[src/rtl/instr_fetch_queue_pkg.sv]
// Shared fetch-stage definitions: widths, default queue depth and the fetch FSM encoding.
package instr_fetch_queue_pkg;

  localparam int XLEN        = 32;
  localparam int FETCH_DEPTH = 2;

  typedef enum logic {
    RUN    = 1'b0,
    HALTED = 1'b1
  } fetch_state_e;

endpackage

[src/rtl/instr_fetch_queue_if.sv]
// Fetch-side buses: PC/instruction-memory port and the valid/ready link toward decode.
interface instr_fetch_queue_if #(
  parameter int XLEN = 32
);

  logic [XLEN-1:0] pc_in;
  logic            pc_advance;
  logic [XLEN-1:0] imem_addr;
  logic            imem_req;
  logic [XLEN-1:0] imem_rdata;
  logic            out_valid;
  logic            out_ready;
  logic [XLEN-1:0] out_pc;
  logic [XLEN-1:0] out_instr;

  // master = fetch queue, slave = PC register / imem / decode environment
  modport master (
    input  pc_in, imem_rdata, out_ready,
    output pc_advance, imem_addr, imem_req, out_valid, out_pc, out_instr
  );

  modport slave (
    output pc_in, imem_rdata, out_ready,
    input  pc_advance, imem_addr, imem_req, out_valid, out_pc, out_instr
  );

endinterface

[src/rtl/instr_fetch_queue_fifo.sv]
// Small power-of-two FIFO of {pc, instr} pairs with synchronous clear and occupancy count.
module instr_fetch_queue_fifo #(
  parameter  int DEPTH = 2,
  parameter  int WIDTH = 64,
  localparam int AW    = $clog2(DEPTH),
  localparam int CW    = AW + 1
) (
  input  logic             clock,
  input  logic             reset,
  input  logic             clear,
  input  logic             push,
  input  logic             pop,
  input  logic [WIDTH-1:0] wdata,
  output logic [WIDTH-1:0] rdata,
  output logic [CW-1:0]    count,
  output logic             full,
  output logic             empty
);

  logic [DEPTH-1:0][WIDTH-1:0] mem;
  logic [AW-1:0]               wr_ptr;
  logic [AW-1:0]               rd_ptr;

  assign rdata = mem[rd_ptr];
  assign full  = (count == CW'(DEPTH));
  assign empty = (count == '0);

  // pointers are exactly AW bits wide, so natural overflow is the modulo-DEPTH wrap
  always_ff @(posedge clock or posedge reset) begin
    if (reset) begin
      mem    <= '0;
      wr_ptr <= '0;
      rd_ptr <= '0;
      count  <= '0;
    end else if (clear) begin
      wr_ptr <= '0;
      rd_ptr <= '0;
      count  <= '0;
    end else begin
      if (push) begin
        mem[wr_ptr] <= wdata;
        wr_ptr      <= wr_ptr + AW'(1);
      end
      if (pop) begin
        rd_ptr <= rd_ptr + AW'(1);
      end
      case ({push, pop})
        2'b10:   count <= count + CW'(1);
        2'b01:   count <= count - CW'(1);
        default: count <= count;
      endcase
    end
  end

endmodule

[src/rtl/instr_fetch_queue.sv]
// Fetch stage: issues the PC to a 1-cycle imem, buffers {pc, instr} toward decode, handles flush/halt.
module instr_fetch_queue #(
  parameter int DEPTH = instr_fetch_queue_pkg::FETCH_DEPTH,
  parameter int XLEN  = instr_fetch_queue_pkg::XLEN
) (
  input  logic                clock,
  input  logic                reset,
  input  logic                flush,
  input  logic                halt_req,
  output logic                halted,
  instr_fetch_queue_if.master bus
);

  import instr_fetch_queue_pkg::*;

  localparam int CW = $clog2(DEPTH) + 1;

  fetch_state_e      state;
  fetch_state_e      state_nxt;
  logic              inflight;
  logic [XLEN-1:0]   inflight_pc;
  logic              issue;
  logic              push;
  logic              pop;
  logic              credit_ok;
  logic              fifo_full;
  logic              fifo_empty;
  logic [CW-1:0]     fifo_count;
  logic [2*XLEN-1:0] head;

  // A slot is reserved at issue time so the returning word always finds room.
  always_comb begin
    credit_ok = (int'(fifo_count) + int'(inflight)
                 - int'(bus.out_valid & bus.out_ready)) < DEPTH;
  end

  assign issue = ~reset & (state == RUN) & ~flush & ~halt_req & credit_ok;
  assign pop   = bus.out_valid & bus.out_ready & ~flush;
  assign push  = inflight & ~flush;

  assign bus.pc_advance = issue;
  assign bus.imem_req   = issue;
  assign bus.imem_addr  = bus.pc_in;

  assign bus.out_valid = ~fifo_empty;
  assign bus.out_pc    = bus.out_valid ? head[2*XLEN-1:XLEN] : '0;
  assign bus.out_instr = bus.out_valid ? head[XLEN-1:0]      : '0;

  always_ff @(posedge clock or posedge reset) begin
    if (reset) begin
      state <= RUN;
    end else begin
      state <= state_nxt;
    end
  end

  always_comb begin
    state_nxt = state;
    halted    = 1'b0;
    case (state)
      RUN: begin
        if (halt_req && !flush) begin
          state_nxt = HALTED;
        end
      end
      HALTED: begin
        halted = 1'b1;
        if (flush) begin
          state_nxt = RUN;
        end
      end
      default: state_nxt = RUN;
    endcase
  end

  // Tracks the one request whose word arrives on imem_rdata next cycle.
  always_ff @(posedge clock or posedge reset) begin
    if (reset) begin
      inflight    <= 1'b0;
      inflight_pc <= '0;
    end else begin
      inflight <= issue;
      if (issue) begin
        inflight_pc <= bus.pc_in;
      end
    end
  end

  instr_fetch_queue_fifo #(
    .DEPTH (DEPTH),
    .WIDTH (2 * XLEN)
  ) u_fifo (
    .clock (clock),
    .reset (reset),
    .clear (flush),
    .push  (push),
    .pop   (pop),
    .wdata ({inflight_pc, bus.imem_rdata}),
    .rdata (head),
    .count (fifo_count),
    .full  (fifo_full),
    .empty (fifo_empty)
  );

  a_no_overflow: assert property (@(posedge clock) disable iff (reset)
                                  !(push && fifo_full && !pop));

endmodule

[src/flat_wrapper.sv]
// flat-port wrapper written by rule: the top's interface ports become plain ports
module instr_fetch_queue_flat import instr_fetch_queue_pkg::*;
#(
  parameter int DEPTH = instr_fetch_queue_pkg::FETCH_DEPTH,
  parameter int XLEN  = instr_fetch_queue_pkg::XLEN
)
  (clock, reset, flush, halt_req, halted, bus_pc_in, bus_imem_rdata, bus_out_ready, bus_pc_advance, bus_imem_addr, bus_imem_req, bus_out_valid, bus_out_pc, bus_out_instr);
  instr_fetch_queue_if #(.XLEN(XLEN)) bus_i ();
  input  logic clock;
  input  logic reset;
  input  logic flush;
  input  logic halt_req;
  output logic halted;
  input wire logic [$bits(bus_i.pc_in)-1:0] bus_pc_in;
  input wire logic [$bits(bus_i.imem_rdata)-1:0] bus_imem_rdata;
  input wire logic [$bits(bus_i.out_ready)-1:0] bus_out_ready;
  output wire logic [$bits(bus_i.pc_advance)-1:0] bus_pc_advance;
  output wire logic [$bits(bus_i.imem_addr)-1:0] bus_imem_addr;
  output wire logic [$bits(bus_i.imem_req)-1:0] bus_imem_req;
  output wire logic [$bits(bus_i.out_valid)-1:0] bus_out_valid;
  output wire logic [$bits(bus_i.out_pc)-1:0] bus_out_pc;
  output wire logic [$bits(bus_i.out_instr)-1:0] bus_out_instr;
  assign bus_i.pc_in = bus_pc_in;
  assign bus_i.imem_rdata = bus_imem_rdata;
  assign bus_i.out_ready = bus_out_ready;
  assign bus_pc_advance = bus_i.pc_advance;
  assign bus_imem_addr = bus_i.imem_addr;
  assign bus_imem_req = bus_i.imem_req;
  assign bus_out_valid = bus_i.out_valid;
  assign bus_out_pc = bus_i.out_pc;
  assign bus_out_instr = bus_i.out_instr;
  instr_fetch_queue #(.DEPTH(DEPTH), .XLEN(XLEN)) u_core (.clock(clock), .reset(reset), .flush(flush), .halt_req(halt_req), .halted(halted), .bus(bus_i));
endmodule
[config.mk]
export PLATFORM = sky130hd
export DESIGN_NAME = instr_fetch_queue_flat
export DESIGN_NICKNAME = d
export VERILOG_FILES = /design/src/rtl/instr_fetch_queue_pkg.sv /design/src/rtl/instr_fetch_queue_if.sv /design/src/rtl/instr_fetch_queue_fifo.sv /design/src/rtl/instr_fetch_queue.sv /design/src/flat_wrapper.sv
export SDC_FILE = /design/constraint.sdc
export NUM_CORES = 1
export LEC_CHECK = 0
export ABC_AREA = 1
export CAP_MARGIN = 30
export CELL_PAD_IN_SITES_DETAIL_PLACEMENT = 1
export CELL_PAD_IN_SITES_GLOBAL_PLACEMENT = 2
export CORE_UTILIZATION = 32
export CTS_CLUSTER_SIZE = 24
export DETAILED_ROUTE_END_ITERATION = 12
export HOLD_SLACK_MARGIN = 0.02
export PLACE_DENSITY_LB_ADDON = 0.3
export SLEW_MARGIN = 10
export SYNTH_ARGS = -nofsm -noshare
export SYNTH_HDL_FRONTEND = slang
export SYNTH_SLANG_ARGS = --single-unit
[constraint.sdc]
create_clock -name clock -period 8.6 [get_ports clock]
set_input_delay 1.72 -clock clock [delete_from_list [all_inputs] [get_ports clock]]
set_output_delay 1.72 -clock clock [all_outputs]
set_load 0.005 [all_outputs]
==> results.yml, run 1 <==
global_routing:
  grt_usage_pct: 18.03
  grt_pass1_wl_microns: 33870
  grt_max_degree: 88
  antenna_found_initial: 0
  grt.overflow.total: 0
  grt_pass1_vias: 6501
cells_and_area:
  nets: 1098
  regArea_sq_um: 4155
  fin_area_sq_um: 9852
  diodes: 0
  fillerInstances: 2754
  fin_cells: 1348
  syn2layout_area_growth_pct: 30.82
  drive_gt1_share_pct: 5.024
  multiInputGateArea_sq_um: 2599
pwr:
  internal-power_w: 0.001543
  clockPowerShare_pct: 38.1
  peakVddDrop_mv: 0.1315
  p_leak_nw: 4.494
  pwr-share-comb_pct: 15.2
  powerDensity_nw_per_um2: 214.7
  power.switching_w: 0.0005720
  p_sw_share_pct: 27.04
  sequentialPowerShare_pct: 46.7
  power_w: 0.002115
timing:
  finalSetupViolCount: 0
  rsz0062_at_grt: "false"
  setup_tns_ps: 0
  setup_slack_ps: 2182
  max_slew_margin_pct: 43.40
  worstMarginPinSlew_ps: 847.8
  hold_viol_final: 0
  max_freq_mhz: 155.8
  finClkSkew_ps: 15.11
  fin_crit_ps: 6418
  timing.final.crit_share_pct: 74.63
  finalMaxSlewViolations: 0
routing:
  drt_wl_total_microns: 20420
  wl_per_cell_microns: 15.15
  drtPass1Iterations: 4
  drtIter0Drc: 245
  routed_via_density: 4.590
  ant_nets: 0
  routed-via-count: 6187
  drc_errors: 0
setup_path:
  worstSetupStartpoint: "bus_out_ready"
  worstSetupStartpointType: "input port"
  rr_worst_depth: 12
  crit_fanout: 33
  reg2reg_to: "u_core.inflight_pc[5]"
  critical_path_buf_inv_count: 5
  rrSetupSlack_ps: 5530
  cp_data_arrival_time_ps: 4700
  crit_slowest_cell: "nand2_2"
  endpoint_kind: "output port"
  slowest_delay_ps: 570
  path_delay_family: "buffers and inverters"
  path_cells: "clkdlybuf4s50_1 -> nand3_1 -> inv_1 -> ha_1 -> ha_1 -> inv_1 -> nand2_1 -> nand2_2 -> nand2_2 -> inv_1 -> clkdlybuf4s50_1"
  cpMostUsedCell: "inv_1"
  critical_path_class: "in -> out"
  r2r_start: "u_core.inflight"
  critPathRequiredTime_ps: 6880
clocking:
  clkSlewWorstSetupHoldPaths_ps: 60
  worstSkewPairLatency_ps: 430
  clkSinkCount: 166
  hold_buffers: 0
  postCtsSetupRepairBufs: 0
  clock_path_buffers: 2
  cts_tree: "done"
  numCtsBuffers: 17
  h-tree-depth: 4
  cts-root-buf: "clkbuf_16"
  cts.repair.resized: 0
run_status:
  status: "completed"
synthesis:
  netlist.area_leader.share_pct: 55.16
  synth_common_cells: "334 x nand2_1, 166 x dfrtp_1, 130 x o21ai_0, 75 x inv_1, 66 x a21oi_1"
  synth_nets: 991
  synth_cells: 915
  ys_top_cells_by_area: "dfrtp_1 55%, nand2_1 17%, o21ai_0 8.6%"
  synth_area_leader_cell: "dfrtp_1"
  synth_edf_count: 0
  synth_ff_type: "dfrtp_1"
  synth_seq_cells: 166
  yosys_warnings: 0
  synthArstFlopShare_pct: 100.0
  seq_area_frac_synth_pct: 55.16
  yosys.cell_count.top_type: "nand2_1"
  syn_area_sq_um: 7531
  synth.distinct_cells: 19
  synth.avg_cell_area_sq_um: 8.231
floorplan:
  die_area_sq_um: 24150
  coreArea_sq_um: 22850
  ios: 169
  die_h_microns: 155.4
  start_util_pct: 32.96
  die_x_microns: 155.4
  fp-row-count: 55
worst_hold_path:
  hold_depth: 2
  worstHoldEndpoint: "u_core.inflight_pc[31]"
  worstHoldStart: "u_core.inflight_pc[31]"
  hold_class: "reg -> reg"
place:
  pre_cts_slack_ps: 2096
  port_buffers: 168
  dp_cells: 1316
  dp_hpwl_microns: 12640
  placed_cell_area_sq_um: 9233
  gp_congestion: 0.7085
job:
  cap_violations: 0
[logic make-up (layout without fill, tap and decap cells)]
logic type	Yosys count	after routing	share of synthesized area [%]
DFF	166	166	55.16
adders and majority gates	7	7	1.263
AOI/OAI and AO/OA	196	196	13.03
and+or+nand+nor	380	380	19.95
buffers and inverters	166	286	10.60
[stage by stage]
stage	hold WS, ps	util, %
2_1_floorplan	441.9	-
3_3_place_gp	453.9	40.17
3_5_place_dp	458.4	40.41
4_1_cts	473.7	43.12
5_1_grt	493.2	43.12
6_report	470.4	43.12
[metal layers]
| layer | vias to the layer above | wire length [microns] | share of wire [%] | GRT usage (%) |
|---|---|---|---|---|
| met5 | - | 0 | 0 | 0 |
| met4 | 0 | 267 | 1.3 | 5.789 |
| met3 | 15 | 836 | 4.1 | 3.900 |
| met2 | 126 | 9917 | 49 | 30.73 |
| met1 | 2975 | 9395 | 46 | 22.70 |
| li1 | 3071 | - | - | - |
[sequential cells by signal (all words and copies together) (netlist names)]
register and flops:
u_core.inflight 1, u_core.inflight_pc 32, u_core.state 1, u_core.u_fifo.count 2, u_core.u_fifo.mem 128, u_core.u_fifo.rd_ptr 1
u_core.u_fifo.wr_ptr 1
[worst register-to-register path, stage by stage (launching register included)]
cell and delay (ps):
dfrtp_1 520, ha_1 240, inv_1 90, ha_1 280, inv_1 40, ha_1 170
ha_1 170, inv_1 50, nand2_1 60, nand2_2 480, nand2_2 580, nand2_1 210
nand2_1 70
[worst max path at each step]
stage               cells past startpoint              end  slack, ps
global route                           11     bus_imem_req       1880
global placement                       11   bus_pc_advance       2140
floorplan                               1  u_core.inflight       2390
CTS                                    11     bus_imem_req       2070
finish                                 11   bus_pc_advance       2180
detailed placement                     11     bus_imem_req       2100
[layout by cell type (no fill, tap or decap), drive strengths merged, types with 6 or more instances in the layout]
cell and n:
nand2 337, clkdlybuf4s50 168, dfrtp 166, o21ai 130, inv 81, a21oi 66
nand3 36, clkbuf 19, buf 10, ha 6
[power groups by stage]
stage	logic, W	registers (W)	clock network [W]
after floorplan	0.000208	0.000984	0
after global placement	0.000316	0.000998	0
after detailed placement	0.000328	0.00100	0
after CTS	0.000330	0.000989	0.000828
after global routing	0.000379	0.00101	0.000858
final	0.000321	0.000989	0.000806
[cell type report]
type                       instances  share of cell area [%]
inverter                          76                   2.946
sequential                       166                   42.18
clock inverter                    13                   1.689
multi-input combinational        583                   26.38
timing repair buffer             178                   18.24
tap                              313                   3.975
clock buffer                      19                   4.597
Power figures use the tool's default switching activity.
==> run 2, diff against run 1 <==
--- a/config.mk
+++ b/config.mk
@@ -9,7 +9,7 @@
 export CAP_MARGIN = 30
 export CELL_PAD_IN_SITES_DETAIL_PLACEMENT = 1
 export CELL_PAD_IN_SITES_GLOBAL_PLACEMENT = 2
-export CORE_UTILIZATION = 32
+export CORE_UTILIZATION = 26
 export CTS_CLUSTER_SIZE = 24
 export DETAILED_ROUTE_END_ITERATION = 12
 export HOLD_SLACK_MARGIN = 0.02
==> constraint.sdc (replaced) <==
create_clock -name clock -period 5.2 [get_ports clock]
set_input_delay 1.04 -clock clock [delete_from_list [all_inputs] [get_ports clock]]
set_output_delay 1.04 -clock clock [all_outputs]
set_load 0.005 [all_outputs]
==> run 2 against run 1 <==
  * Total power rose by 67%
  * Register-to-register slack got worse by 2700 ps
  * Hold slack worse by 0.61 ps
  * Utilization fell by 7.7 points
  * First-iteration DRC count grew 40%
  * Non-clock buffer count is 3 higher
  * Global-route usage fell by 3.1 points
  * Combinational power rose by 66%
  * Die area grew 23%
  * Worst setup slack lost 940 ps
  * Highest routed layer unchanged
==> results.yml, run 2 (synthesis results as in run 1) <==
floorplan:
  start_util_pct: 26.74
  die_x_microns: 172.2
  coreArea_sq_um: 28160
  die_h_microns: 172.2
  ios: 169
  fp-row-count: 61
  die_area_sq_um: 29650
routing:
  wl_per_cell_microns: 14.87
  drtIter0Drc: 342
  routed_via_density: 4.316
  drc_errors: 0
  routed-via-count: 6111
  drtPass1Iterations: 5
  drt_wl_total_microns: 21050
  ant_nets: 0
timing:
  max_slew_margin_pct: 33.78
  finClkSkew_ps: 9.886
  setup_tns_ps: 0
  fin_crit_ps: 3959
  setup_slack_ps: 1241
  max_freq_mhz: 252.6
  rsz0062_at_grt: "false"
  finalSetupViolCount: 0
  finalMaxSlewViolations: 0
  timing.final.crit_share_pct: 76.13
  worstMarginPinSlew_ps: 993.2
  hold_viol_final: 0
setup_path:
  rrSetupSlack_ps: 2830
  reg2reg_to: "u_core.inflight_pc[8]"
  crit_fanout: 3
  r2r_start: "u_core.inflight"
  cp_data_arrival_time_ps: 2920
  rr_worst_depth: 12
  critPathRequiredTime_ps: 4160
  worstSetupStartpointType: "input port"
  endpoint_kind: "output port"
  path_cells: "clkdlybuf4s50_1 -> nand3_1 -> inv_1 -> ha_1 -> ha_1 -> inv_1 -> nand2_1 -> nand2_2 -> nand2_2 -> inv_1 -> clkdlybuf4s50_1"
  cpMostUsedCell: "inv_1"
  crit_slowest_cell: "clkdlybuf4s50_1"
  slowest_delay_ps: 510
  critical_path_class: "in -> out"
clocking:
  numCtsBuffers: 17
  cts-root-buf: "clkbuf_16"
  cts.repair.resized: 0
  cts_tree: "done"
  clock_path_buffers: 2
  postCtsSetupRepairBufs: 0
  worstSkewPairLatency_ps: 430
  h-tree-depth: 4
  hold_buffers: 0
  clkSinkCount: 166
  clkSlewWorstSetupHoldPaths_ps: 60
cells_and_area:
  layout_commonest_cell: "nand2_1"
  nets: 1101
  drive_gt1_share_pct: 5.299
  largest_register: "u_core.u_fifo.mem"
  diodes: 0
  multiInputGateArea_sq_um: 2599
  largestRegisters: "u_core.u_fifo.mem (128), u_core.inflight_pc (32), u_core.u_fifo.count (2)"
  regArea_sq_um: 4155
  syn2layout_area_growth_pct: 32.45
  fillerInstances: 3278
  largest_reg_flops: 128
  fin_cells: 1416
  final_cell_mix: "334 x nand2_1, 168 x clkdlybuf4s50_1, 165 x dfrtp_1"
place:
  pre_cts_slack_ps: 1228
  dp_hpwl_microns: 12780
  gp_congestion: 0.6716
  port_buffers: 168
  dp_cells: 1383
worst_hold_path:
  hold_depth: 2
  hold_class: "reg -> reg"
  worstHoldStart: "u_core.inflight_pc[29]"
  worstHoldEndpoint: "u_core.inflight_pc[29]"
global_routing:
  grt.overflow.total: 0
  grt_usage_pct: 14.94
  grt_max_degree: 167
  grt_pass1_vias: 6293
  antenna_found_initial: 0
  grt_pass1_wl_microns: 34090
pwr:
  powerDensity_nw_per_um2: 354.8
  peakVddDrop_mv: 0.2046
  p_leak_nw: 4.506
job:
  cap_violations: 0
run_status:
  status: "completed"
run 2: changes by cell type in the layout (fill, tap and decap cells not counted):
| cell | previous run | this run |
|---|---|---|
| inv_8 | 0 | 2 |
| clkinv_4 | 2 | 1 |
| clkinvlp_4 | 0 | 2 |
| buf_12 | 0 | 2 |
| clkinv_2 | 3 | 0 |
| buf_16 | 2 | 1 |
| buf_4 | 8 | 10 |
run 2: worst max path at each step:
stage | startpoint | end
after floorplan | bus_out_ready | bus_pc_advance
after global placement | bus_out_ready | bus_imem_req
after detailed placement | bus_out_ready | bus_pc_advance
after CTS | bus_out_ready | bus_pc_advance
after global routing | bus_out_ready | bus_pc_advance
final | bus_out_ready | bus_pc_advance
run 2: through the flow:
| stage | area (sq um) | total power (W) | hold slack, ps | util, % |
|---|---|---|---|---|
| 2_1_floorplan | 7535 | 0.001972 | 441.9 | - |
| 3_3_place_gp | 9313 | 0.002182 | 455.1 | 33.07 |
| 3_5_place_dp | 9313 | 0.002202 | 459.3 | 33.07 |
| 4_1_cts | 9947 | 0.003601 | 476.6 | 35.32 |
| 5_1_grt | 9975 | 0.003767 | 487.7 | 35.42 |
| 6_report | 9975 | 0.003539 | 469.8 | 35.42 |
run 2: critical path: cells and delay by family:
kind / cells / cell delay, ps
adder cells (fa/ha/maj): 2 / 380
AND/OR/NAND/NOR: 4 / 310
buffers and inverters: 5 / 1180
run 2: layer usage:
layer | vias up | GRT usage [%] | part of all wire (%)
met4 | 0 | 3.925 | 0.86
li1 | 3071 | - | -
met1 | 2888 | 21.26 | 51
met5 | - | 0 | 0
met2 | 141 | 22.81 | 44
met3 | 11 | 3.204 | 4.6
run 2: layout make-up:
type / instances / share of cell area, %
clock buffer: 19 / 4.541
sequential: 166 / 41.66
tap: 378 / 4.742
clock inverter: 13 / 1.819
timing repair buffer: 181 / 18.29
inverter: 76 / 2.898
multi-input combinational: 583 / 26.05
run 2: power breakdown:
group | switching (W) | internal [W] | total [W]
logic | 0.000282 | 0.000252 | 0.000534
registers | 0.000118 | 0.00152 | 0.00163
clock network | 0.000571 | 0.000800 | 0.00137
total | 0.000972 | 0.00257 | 0.00354
